<file path="src/rtl/ibex_fetch_ring_fifo_if.sv">
// Fetch FIFO bus: instruction-side words in, aligned instructions out to ID.
// The FIFO takes the slave view; the fetch/ID side takes the master view.
interface ibex_fetch_ring_fifo_if;
  logic        in_valid_i;
  logic [31:0] in_addr_i;
  logic [31:0] in_rdata_i;
  logic        in_err_i;
  logic        out_valid_o;
  logic        out_ready_i;
  logic [31:0] out_addr_o;
  logic [31:0] out_rdata_o;
  logic        out_err_o;
  logic        out_err_plus2_o;
  logic        out_compressed_o;

  modport slave (
    input  in_valid_i, in_addr_i, in_rdata_i, in_err_i,
    input  out_ready_i,
    output out_valid_o, out_addr_o, out_rdata_o,
    output out_err_o, out_err_plus2_o, out_compressed_o
  );

  modport master (
    output in_valid_i, in_addr_i, in_rdata_i, in_err_i,
    output out_ready_i,
    input  out_valid_o, out_addr_o, out_rdata_o,
    input  out_err_o, out_err_plus2_o, out_compressed_o
  );
endinterface

</file>
<file path="src/rtl/ibex_fetch_ring_fifo.sv">
// Ring-buffer fetch FIFO with 16/32-bit realignment and PC tracking.
// Define FETCH_FIFO_BYPASS_EN to feed an empty FIFO's output straight from the bus.
module ibex_fetch_ring_fifo #(
  parameter int unsigned  NUM_REQS = 2,
  parameter bit           ResetAll = 1'b0,
  localparam int unsigned DEPTH    = NUM_REQS + 1,
  localparam int unsigned LW       = $clog2(DEPTH + 1)
) (
  input  logic                clk_i,
  input  logic                rst_ni,
  input  logic                clear_i,
  output logic [NUM_REQS-1:0] busy_o,
  output logic [LW-1:0]       level_o,
  ibex_fetch_ring_fifo_if.slave bus
);

  localparam int unsigned PW = $clog2(DEPTH);

  typedef struct packed {
    logic        err;
    logic [31:0] data;
  } entry_t;

  entry_t        mem_q [DEPTH];
  logic [PW-1:0] rd_q, rd_d, wr_q, wr_d, rd_nx;
  logic [LW-1:0] cnt_q, cnt_d;
  logic [31:1]   pc_q, pc_d;

  entry_t h, n;
  logic   h_vld, n_vld, byp, n_err;
  logic   comp, valid, err, plus2;
  logic [31:0] rdata;
  logic   accept, pop, push, pop_m, push_m, full;
  logic   unused_addr0;

  function automatic logic [PW-1:0] inc(input logic [PW-1:0] p);
    return (p == PW'(DEPTH - 1)) ? '0 : p + PW'(1);
  endfunction

  assign rd_nx = inc(rd_q);
  assign unused_addr0 = bus.in_addr_i[0];

`ifdef FETCH_FIFO_BYPASS_EN
  always_comb begin
    byp   = (cnt_q == '0) & bus.in_valid_i;
    h     = byp ? {bus.in_err_i, bus.in_rdata_i} : mem_q[rd_q];
    h_vld = (cnt_q != '0) | bus.in_valid_i;
    n     = (cnt_q >= LW'(2)) ? mem_q[rd_nx]
                              : {bus.in_err_i, bus.in_rdata_i};
    n_vld = (cnt_q >= LW'(2)) |
            ((cnt_q == LW'(1)) & bus.in_valid_i);
  end
`else
  always_comb begin
    byp   = 1'b0;
    h     = mem_q[rd_q];
    h_vld = (cnt_q != '0);
    n     = mem_q[rd_nx];
    n_vld = (cnt_q >= LW'(2));
  end
`endif

  // Odd half-word PC: instruction starts in the upper half of H.
  always_comb begin
    n_err = n_vld & n.err;
    rdata = h.data;
    valid = h_vld;
    err   = h.err;
    plus2 = 1'b0;
    comp  = (h.data[1:0] != 2'b11) & ~h.err;
    if (pc_q[1]) begin
      comp  = (h.data[17:16] != 2'b11) & ~h.err;
      rdata = {n.data[15:0], h.data[31:16]};
      valid = h_vld & (comp | h.err | n_vld);
      err   = h.err | (~comp & n_err);
      plus2 = ~h.err & ~comp & n_err;
    end
  end

  assign accept = valid & bus.out_ready_i & ~clear_i;
  assign pop    = accept & (pc_q[1] | ~comp);
  assign full   = (cnt_q == LW'(DEPTH));
  assign push   = bus.in_valid_i & ~clear_i & (~full | pop);
  // A bypassed word consumed in its arrival cycle never enters storage.
  assign pop_m  = pop & ~byp;
  assign push_m = push & ~(byp & pop);

  always_comb begin
    rd_d  = rd_q;
    wr_d  = wr_q;
    cnt_d = cnt_q;
    pc_d  = pc_q;
    if (clear_i) begin
      rd_d  = '0;
      wr_d  = '0;
      cnt_d = '0;
      pc_d  = bus.in_addr_i[31:1];
    end else begin
      if (pop_m)  rd_d = rd_nx;
      if (push_m) wr_d = inc(wr_q);
      if (push_m & ~pop_m)      cnt_d = cnt_q + LW'(1);
      else if (pop_m & ~push_m) cnt_d = cnt_q - LW'(1);
      if (accept) pc_d = pc_q + (comp ? 31'd1 : 31'd2);
    end
  end

  always_ff @(posedge clk_i or negedge rst_ni) begin
    if (!rst_ni) begin
      rd_q  <= '0;
      wr_q  <= '0;
      cnt_q <= '0;
      pc_q  <= '0;
    end else begin
      rd_q  <= rd_d;
      wr_q  <= wr_d;
      cnt_q <= cnt_d;
      pc_q  <= pc_d;
    end
  end

  if (ResetAll) begin : g_mem_rst
    always_ff @(posedge clk_i or negedge rst_ni) begin
      if (!rst_ni) begin
        for (int i = 0; i < DEPTH; i++) mem_q[i] <= '0;
      end else if (push_m) begin
        mem_q[wr_q] <= {bus.in_err_i, bus.in_rdata_i};
      end
    end
  end else begin : g_mem_nrst
    always_ff @(posedge clk_i) begin
      if (push_m) mem_q[wr_q] <= {bus.in_err_i, bus.in_rdata_i};
    end
  end

  for (genvar j = 0; j < NUM_REQS; j++) begin : g_busy
    assign busy_o[j] = (cnt_q >= LW'(j + 2));
  end

  assign level_o              = cnt_q;
  assign bus.out_valid_o      = valid;
  assign bus.out_addr_o       = {pc_q, 1'b0};
  assign bus.out_rdata_o      = rdata;
  assign bus.out_err_o        = err;
  assign bus.out_err_plus2_o  = plus2;
  assign bus.out_compressed_o = comp;

  a_no_overflow: assert property (@(posedge clk_i) disable iff (!rst_ni)
    !(bus.in_valid_i & ~clear_i & full & ~pop));

endmodule

</file>
<file path="src/flat_wrapper.sv">
// flat-port wrapper written by rule: the top's interface ports become plain ports
module ibex_fetch_ring_fifo_flat 
#(
  parameter int unsigned  NUM_REQS = 2,
  parameter bit           ResetAll = 1'b0,
  localparam int unsigned DEPTH    = NUM_REQS + 1,
  localparam int unsigned LW       = $clog2(DEPTH + 1)
)
  (clk_i, rst_ni, clear_i, busy_o, level_o, bus_in_valid_i, bus_in_addr_i, bus_in_rdata_i, bus_in_err_i, bus_out_ready_i, bus_out_valid_o, bus_out_addr_o, bus_out_rdata_o, bus_out_err_o, bus_out_err_plus2_o, bus_out_compressed_o);
  ibex_fetch_ring_fifo_if bus_i ();
  input  logic clk_i;
  input  logic rst_ni;
  input  logic clear_i;
  output logic [NUM_REQS-1:0] busy_o;
  output logic [LW-1:0] level_o;
  input wire logic [$bits(bus_i.in_valid_i)-1:0] bus_in_valid_i;
  input wire logic [$bits(bus_i.in_addr_i)-1:0] bus_in_addr_i;
  input wire logic [$bits(bus_i.in_rdata_i)-1:0] bus_in_rdata_i;
  input wire logic [$bits(bus_i.in_err_i)-1:0] bus_in_err_i;
  input wire logic [$bits(bus_i.out_ready_i)-1:0] bus_out_ready_i;
  output wire logic [$bits(bus_i.out_valid_o)-1:0] bus_out_valid_o;
  output wire logic [$bits(bus_i.out_addr_o)-1:0] bus_out_addr_o;
  output wire logic [$bits(bus_i.out_rdata_o)-1:0] bus_out_rdata_o;
  output wire logic [$bits(bus_i.out_err_o)-1:0] bus_out_err_o;
  output wire logic [$bits(bus_i.out_err_plus2_o)-1:0] bus_out_err_plus2_o;
  output wire logic [$bits(bus_i.out_compressed_o)-1:0] bus_out_compressed_o;
  assign bus_i.in_valid_i = bus_in_valid_i;
  assign bus_i.in_addr_i = bus_in_addr_i;
  assign bus_i.in_rdata_i = bus_in_rdata_i;
  assign bus_i.in_err_i = bus_in_err_i;
  assign bus_i.out_ready_i = bus_out_ready_i;
  assign bus_out_valid_o = bus_i.out_valid_o;
  assign bus_out_addr_o = bus_i.out_addr_o;
  assign bus_out_rdata_o = bus_i.out_rdata_o;
  assign bus_out_err_o = bus_i.out_err_o;
  assign bus_out_err_plus2_o = bus_i.out_err_plus2_o;
  assign bus_out_compressed_o = bus_i.out_compressed_o;
  ibex_fetch_ring_fifo #(.NUM_REQS(NUM_REQS), .ResetAll(ResetAll)) u_core (.clk_i(clk_i), .rst_ni(rst_ni), .clear_i(clear_i), .busy_o(busy_o), .level_o(level_o), .bus(bus_i));
endmodule
</file>
<file path="config.mk">
export PLATFORM = sky130hd
export DESIGN_NAME = ibex_fetch_ring_fifo_flat
export DESIGN_NICKNAME = d
export VERILOG_FILES = /design/src/rtl/ibex_fetch_ring_fifo_if.sv /design/src/rtl/ibex_fetch_ring_fifo.sv /design/src/flat_wrapper.sv
export SDC_FILE = /design/constraint.sdc
export NUM_CORES = 1
export LEC_CHECK = 0
export ABC_AREA = 1
export BUFFER_PORTS_ARGS = -buffer_cell sky130_fd_sc_hd__buf_4
export CAP_MARGIN = 20
export CELL_PAD_IN_SITES_DETAIL_PLACEMENT = 1
export CELL_PAD_IN_SITES_GLOBAL_PLACEMENT = 1
export CORE_MARGIN = 5
export CORE_UTILIZATION = 35
export DETAILED_ROUTE_END_ITERATION = 6
export PLACE_DENSITY_LB_ADDON = 0.1
export SYNTH_ARGS = -nofsm -noshare
export SYNTH_HDL_FRONTEND = slang
export SYNTH_SLANG_ARGS = --single-unit
</file>
<file path="constraint.sdc">
create_clock -name clk_i -period 4.85 [get_ports clk_i]
set_clock_uncertainty 0.2 [all_clocks]
set_input_delay 0 -clock clk_i [delete_from_list [all_inputs] [get_ports clk_i]]
set_output_delay 0 -clock clk_i [all_outputs]
set_load 0.01 [all_outputs]
</file>
# Word level (Yosys, flattened, before mapping)
# Memory sizes are Yosys's and may differ from the RTL's.
# Index checks and enable logic that the tools add are counted.
# word_totals
mem_bits_rw	99
mem_count	1
reg_bits	37
word_cells	67
in_bits	70
# classes
reduce_logical	5
bitwise	26
n_eq_ne	5
addsub	5
muxes	19
n_lt_le_gt_ge	2
# memory_table
memory	depth	width	read_ports	rd_clocked_by_memory_dff	wr	line	text
u_core.mem_q	3	33	2	0	1	ibex_fetch_ring_fifo.sv:24	entry_t mem_q [DEPTH];
# op_table
op	n
two-way mux 31 bit	2
two-way mux 32 bit	1
adder 31 bit	1
two-way mux 2 bit	10
bitwise AND 1 bit	14
nonzero test 2 bit	4
NOT 1 bit	7
adder 2 x 1 -> 2 bit (second input constant)	3
== test 2 bit (second input constant)	3
two-way mux 1 bit	6
bitwise OR 1 bit	5
greater-or-equal comparator 2 bit (second input constant)	2
inequality test 2 bit (second input constant)	2
nonzero test 3 bit	1
subtractor 2 x 1 -> 2 bit (second input constant)	1

# Logic depth before layout (Yosys ltp)
# An unclocked memory read counts as a cell.
# depth
ltp_word	17
depth_mapped	18

# Worst setup path before layout
# OpenSTA, ideal clock, no wires.
# synth_timing
path_kind	register -> register
startpoint	register u_core.rd_q[1]
endpoint	memory u_core.mem_q[2][0] (netlist name) (enable)
setup_time_ns	0.464
arrival_time_ns	4.188
required_ns	4.186
setup_slack_ns	-0.002
n_path_buf	2
path_stages_with_launch	15
path_cell_list	dfrtp_1 > buf_6 > nor2_4 > buf_1 > a22oi_1 > nand2_1 > nand2_1 > nor2_1 > nor3_1 > ha_1 > nor2_1 > nand4_2 > nand2_1 > nand2_1 > nor3_1
# synth_rtl
element	line	text
start, declared	ibex_fetch_ring_fifo.sv:25	logic [PW-1:0] rd_q, rd_d, wr_q, wr_d, rd_nx;
start signal, assigned	ibex_fetch_ring_fifo.sv:114	rd_q <= rd_d;
memory (3 x 33 bit) *	-	
inequality test 2 bit, or another cell as far along	ibex_fetch_ring_fifo.sv:70	comp = (h.data[1:0] != 2'b11) & ~h.err;
bitwise AND 1 bit, on equally long branches	ibex_fetch_ring_fifo.sv:70, ibex_fetch_ring_fifo.sv:72	
two-way mux 1 bit *	ibex_fetch_ring_fifo.sv:71	if (pc_q[1]) begin
net bus_out_compressed_o	flat_wrapper.sv:26	output wire logic [$bits(bus_i.out_compressed_o)-1:0] bus_out_compressed_o;
NOT 1 bit *	ibex_fetch_ring_fifo.sv:81	assign pop = accept & (pc_q[1] | ~comp);
bitwise OR 1 bit *	ibex_fetch_ring_fifo.sv:81	
bitwise AND 1 bit *	ibex_fetch_ring_fifo.sv:81	
bitwise OR 1 bit *	ibex_fetch_ring_fifo.sv:83	assign push = bus.in_valid_i & ~clear_i & (~full | pop);
bitwise AND 1 bit *	ibex_fetch_ring_fifo.sv:83	
two-way mux 1 bit *	ibex_fetch_ring_fifo.sv:131	if (push_m) mem_q[wr_q] <= {bus.in_err_i, bus.in_rdata_i};
two-way mux 1 bit (not written as such) *	ibex_fetch_ring_fifo.sv:131	
end, declared	ibex_fetch_ring_fifo.sv:24	
# Mark *: on every way through the listed nets, which the timed path passes. The rest lies on a longest branch.

# Worst setup path after layout
# layout_timing
startpoint	register u_core.rd_q[1]
endpoint	register u_core.pc_q[31] (netlist name)
# layout_between
elab_chain_len	10
# layout_lines
element	line	text
memory (3 x 33 bit) *	-	
branches (longest 9 deep; another with adder 31 bit)	-	
end signal, assigned	ibex_fetch_ring_fifo.sv:117	pc_q <= pc_d;
end, declared	ibex_fetch_ring_fifo.sv:27	logic [31:1] pc_q, pc_d;
# Mark *: on every way between the ends. The select of a mux whose other input is x is not followed.
# A chain may end at the register's enable or synchronous reset.

==> metrics <==
vias in the first global route 6655; WHS Path Cells 4; starting density of the core 35.7%; post-cts sizing count 0; CP Data Arrival Time 4.44 ns; Synth Net Count 730; flop2flop setup slack 0.52 ns; pre-CTS setup slack 1.06 ns; Max Freq 0.231 GHz; Slew HR 59.1%; GRT Residual Overflow 0; CTS root buffer clkbuf_16; Sink Count 136; Reg clk slew, reported paths 0.07 ns; minimum clock period 4.33 ns; Async SR Flop Fraction 27.2%; die height 148 um; # setup viols final 0; Worst Hold Path EP u_core.rd_q[0]; Layout area overhead 45.3%; DIE AREA 22000 um2; Final Cycle Share 89.4%; Clock Latency Late Sink 0.43 ns; sequential area share after synthesis 58.3%; gr usage total 20.8%; vias per inst 5.23; CTS tree yes; startpoint types register; starting DRC count in detailed routing 361; first-pass GRT wire length 35.7 mm; Rows 50; status complete, no violations; Setup Crit Path Kind reg2reg; Mapped Cells 656; pwr dens 499 nW/um2; worst-margin pin slew 0.612 ns; hold slack 0.0942 ns; Final Max Tran Viols 0; antenna viol nets, final 0; final WL 22.8 mm; worst r2r src u_core.rd_q[1]; critical-path maximum fanout 41; I/O pin cnt 142; port bufs 139; Final WS setup 0.517 ns; Nets 980; layout cells sized above 1 22.4%; crit end category register; Final Hold Viols 0; syn_area_per_cell 10.2 um2; Hold Crit Start clear_i; Pleak 3.96 nW; gpl congestion 0.981; Reg2Reg Depth 18; Hold Crit Class in2reg; Unique masters post-synth 43; Via Count 6039; hold_buf cts 118; Post-synth EDFFs 99; Max VDD drop 0.000318 V; largest net degree at the start of global routing 42; initial antenna violation count 1; synthesized flop and latch total 136; Yosys warning total 0; RSZ-0062 raised after global routing no; synthesized cell area 6690 um2; core area 18800 um2; drt pass-1 iters 4; hpwl dp 14.3 mm; Die W 148 um; final setup TNS 0 ns; htree depth 4; CP required 4.96 ns; Setup Buffers After CTS 0; cts bufs inserted 17; max cap viols 0; ys flop type edfxtp_1; Clock Tree Buf Depth 2; # DRC 0; Wirelength per Cell 19.7 um; reg2reg end u_core.pc_q[31]
==> metal layers <==
layer	vias to the layer above	GRT usage, %	share of wire, %
met3	33	5.30	4.8
met5	-	0	0
met2	180	37.5	52
li1	2847	-	-
met4	0	6.61	2.0
met1	2979	24.1	41
==> sequential cells by signal (all words and copies together) (netlist names) <==
signal and count:
u_core.rd_q 2, u_core.wr_q 2, u_core.pc_q 31, u_core.level_o 2
u_core.mem_q 99
==> cells by family (layout without fill, tap and decap cells) <==
group	Yosys count	count (layout)	synth area share, %
DFF	136	136	58.3
xor gates and xnor gates	23	23	3.01
other	1	2	0.0560
and+or+nand+nor	302	302	19.9
AOI/OAI and AO/OA	119	119	13.3
buffers and inverters	71	334	4.64
adders and majority gates	4	4	0.860
==> how the worst max path moves through the flow <==
stage	start	slack, ns	cells past startpoint	to
after detailed placement	u_core.rd_q[1]	1.06	17	u_core.pc_q[31]
after floorplan	u_core.rd_q[1]	1.01	14	u_core.mem_q[2][0]
after global routing	u_core.rd_q[1]	0.26	18	u_core.pc_q[31]
final	u_core.rd_q[1]	0.52	18	u_core.pc_q[31]
after global placement	u_core.rd_q[1]	1.13	17	u_core.pc_q[31]
after CTS	u_core.rd_q[1]	0.51	18	u_core.pc_q[31]
==> cell usage in the layout (no fill, tap or decap), types with 3 or more instances in the layout <==
master,n
a21oi_1,32
a221oi_1,17
a22o_1,14
a22oi_1,19
a32oi_1,13
buf_4,148
clkbuf_16,17
clkinv_1,3
dfrtp_1,36
dlygate4sd3_1,117
edfxtp_1,99
ha_1,3
inv_1,30
inv_2,3
inv_6,5
nand2_1,180
nand3_1,29
nand4_1,17
nor2_1,40
nor2_4,4
nor3_1,18
nor4_1,4
o211ai_2,9
o21ai_0,9
xnor2_1,3
xor2_1,20
==> Yosys cell counts (all sizes together) (2+ instances only) <==
library cell  number  area share, %
a32oi             13            1.7
nor4               4           0.37
edfxtp            99             44
dfrtp             37             14
inv               34            1.9
nor3              19            1.4
o21ai             10           0.75
xnor2              3           0.39
clkbuf            19            1.1
buf               16            1.5
a22o              14            1.8
a21oi             32            2.4
a221oi            17            2.2
nand4             18            1.8
nand3             31            2.6
o211ai            11            1.9
a22oi             19            2.1
nor2              45            3.0
ha                 3           0.56
clkinv             2           0.11
xor2              20            2.6
nand2            182             10
==> power by group <==
| group | internal, mW | leakage, nW | switching [mW] | total, mW |
|---|---|---|---|---|
| Combinational | 0.859 | 2.32 | 1.16 | 2.01 |
| Clock | 0.772 | 0.284 | 0.554 | 1.33 |
| Sequential | 1.37 | 1.35 | 0.147 | 1.51 |
| Total | 3.00 | 3.96 | 1.86 | 4.85 |
==> critical path, cell delays in order (launching register included) <==
cell           delay, ns
dfrtp_2             0.53
buf_4               0.33
nand2_1             0.12
nand2_1             0.06
nor2_2              0.20
nor2_4              0.09
nor3_1              0.18
buf_4               0.15
ha_1                0.24
fa_1                0.28
nand3_1             0.24
nor2_1              0.25
inv_1               0.12
nor2_1              0.22
nand2_1             0.14
xor2_1              0.16
nand2_1             0.07
o211ai_2            0.07
dlygate4sd3_1       0.55
==> stage by stage <==
stage          total power [mW]  util, %  instances  cell area (um2)
6_report                   4.85     51.8       1154             9720
5_1_grt                    5.15     51.8       1154             9720
4_1_cts                    4.90     51.8       1153             9720
3_5_place_dp               3.43     42.3       1003             7940
3_3_place_gp               3.37     42.3       1003             7940
2_1_floorplan              2.56        -        656             6700
==> cell type report <==
type / instances / area (um2)
antenna: 1 / 2.50
clock buffer: 18 / 429
clock inverter: 14 / 163
fill: 2097 / 9050
inverter: 36 / 138
multi-input combinational: 449 / 2490
sequential: 136 / 3900
tap: 234 / 293
timing repair buffer: 266 / 2300
No activity file was read; power rests on OpenSTA's default activity.
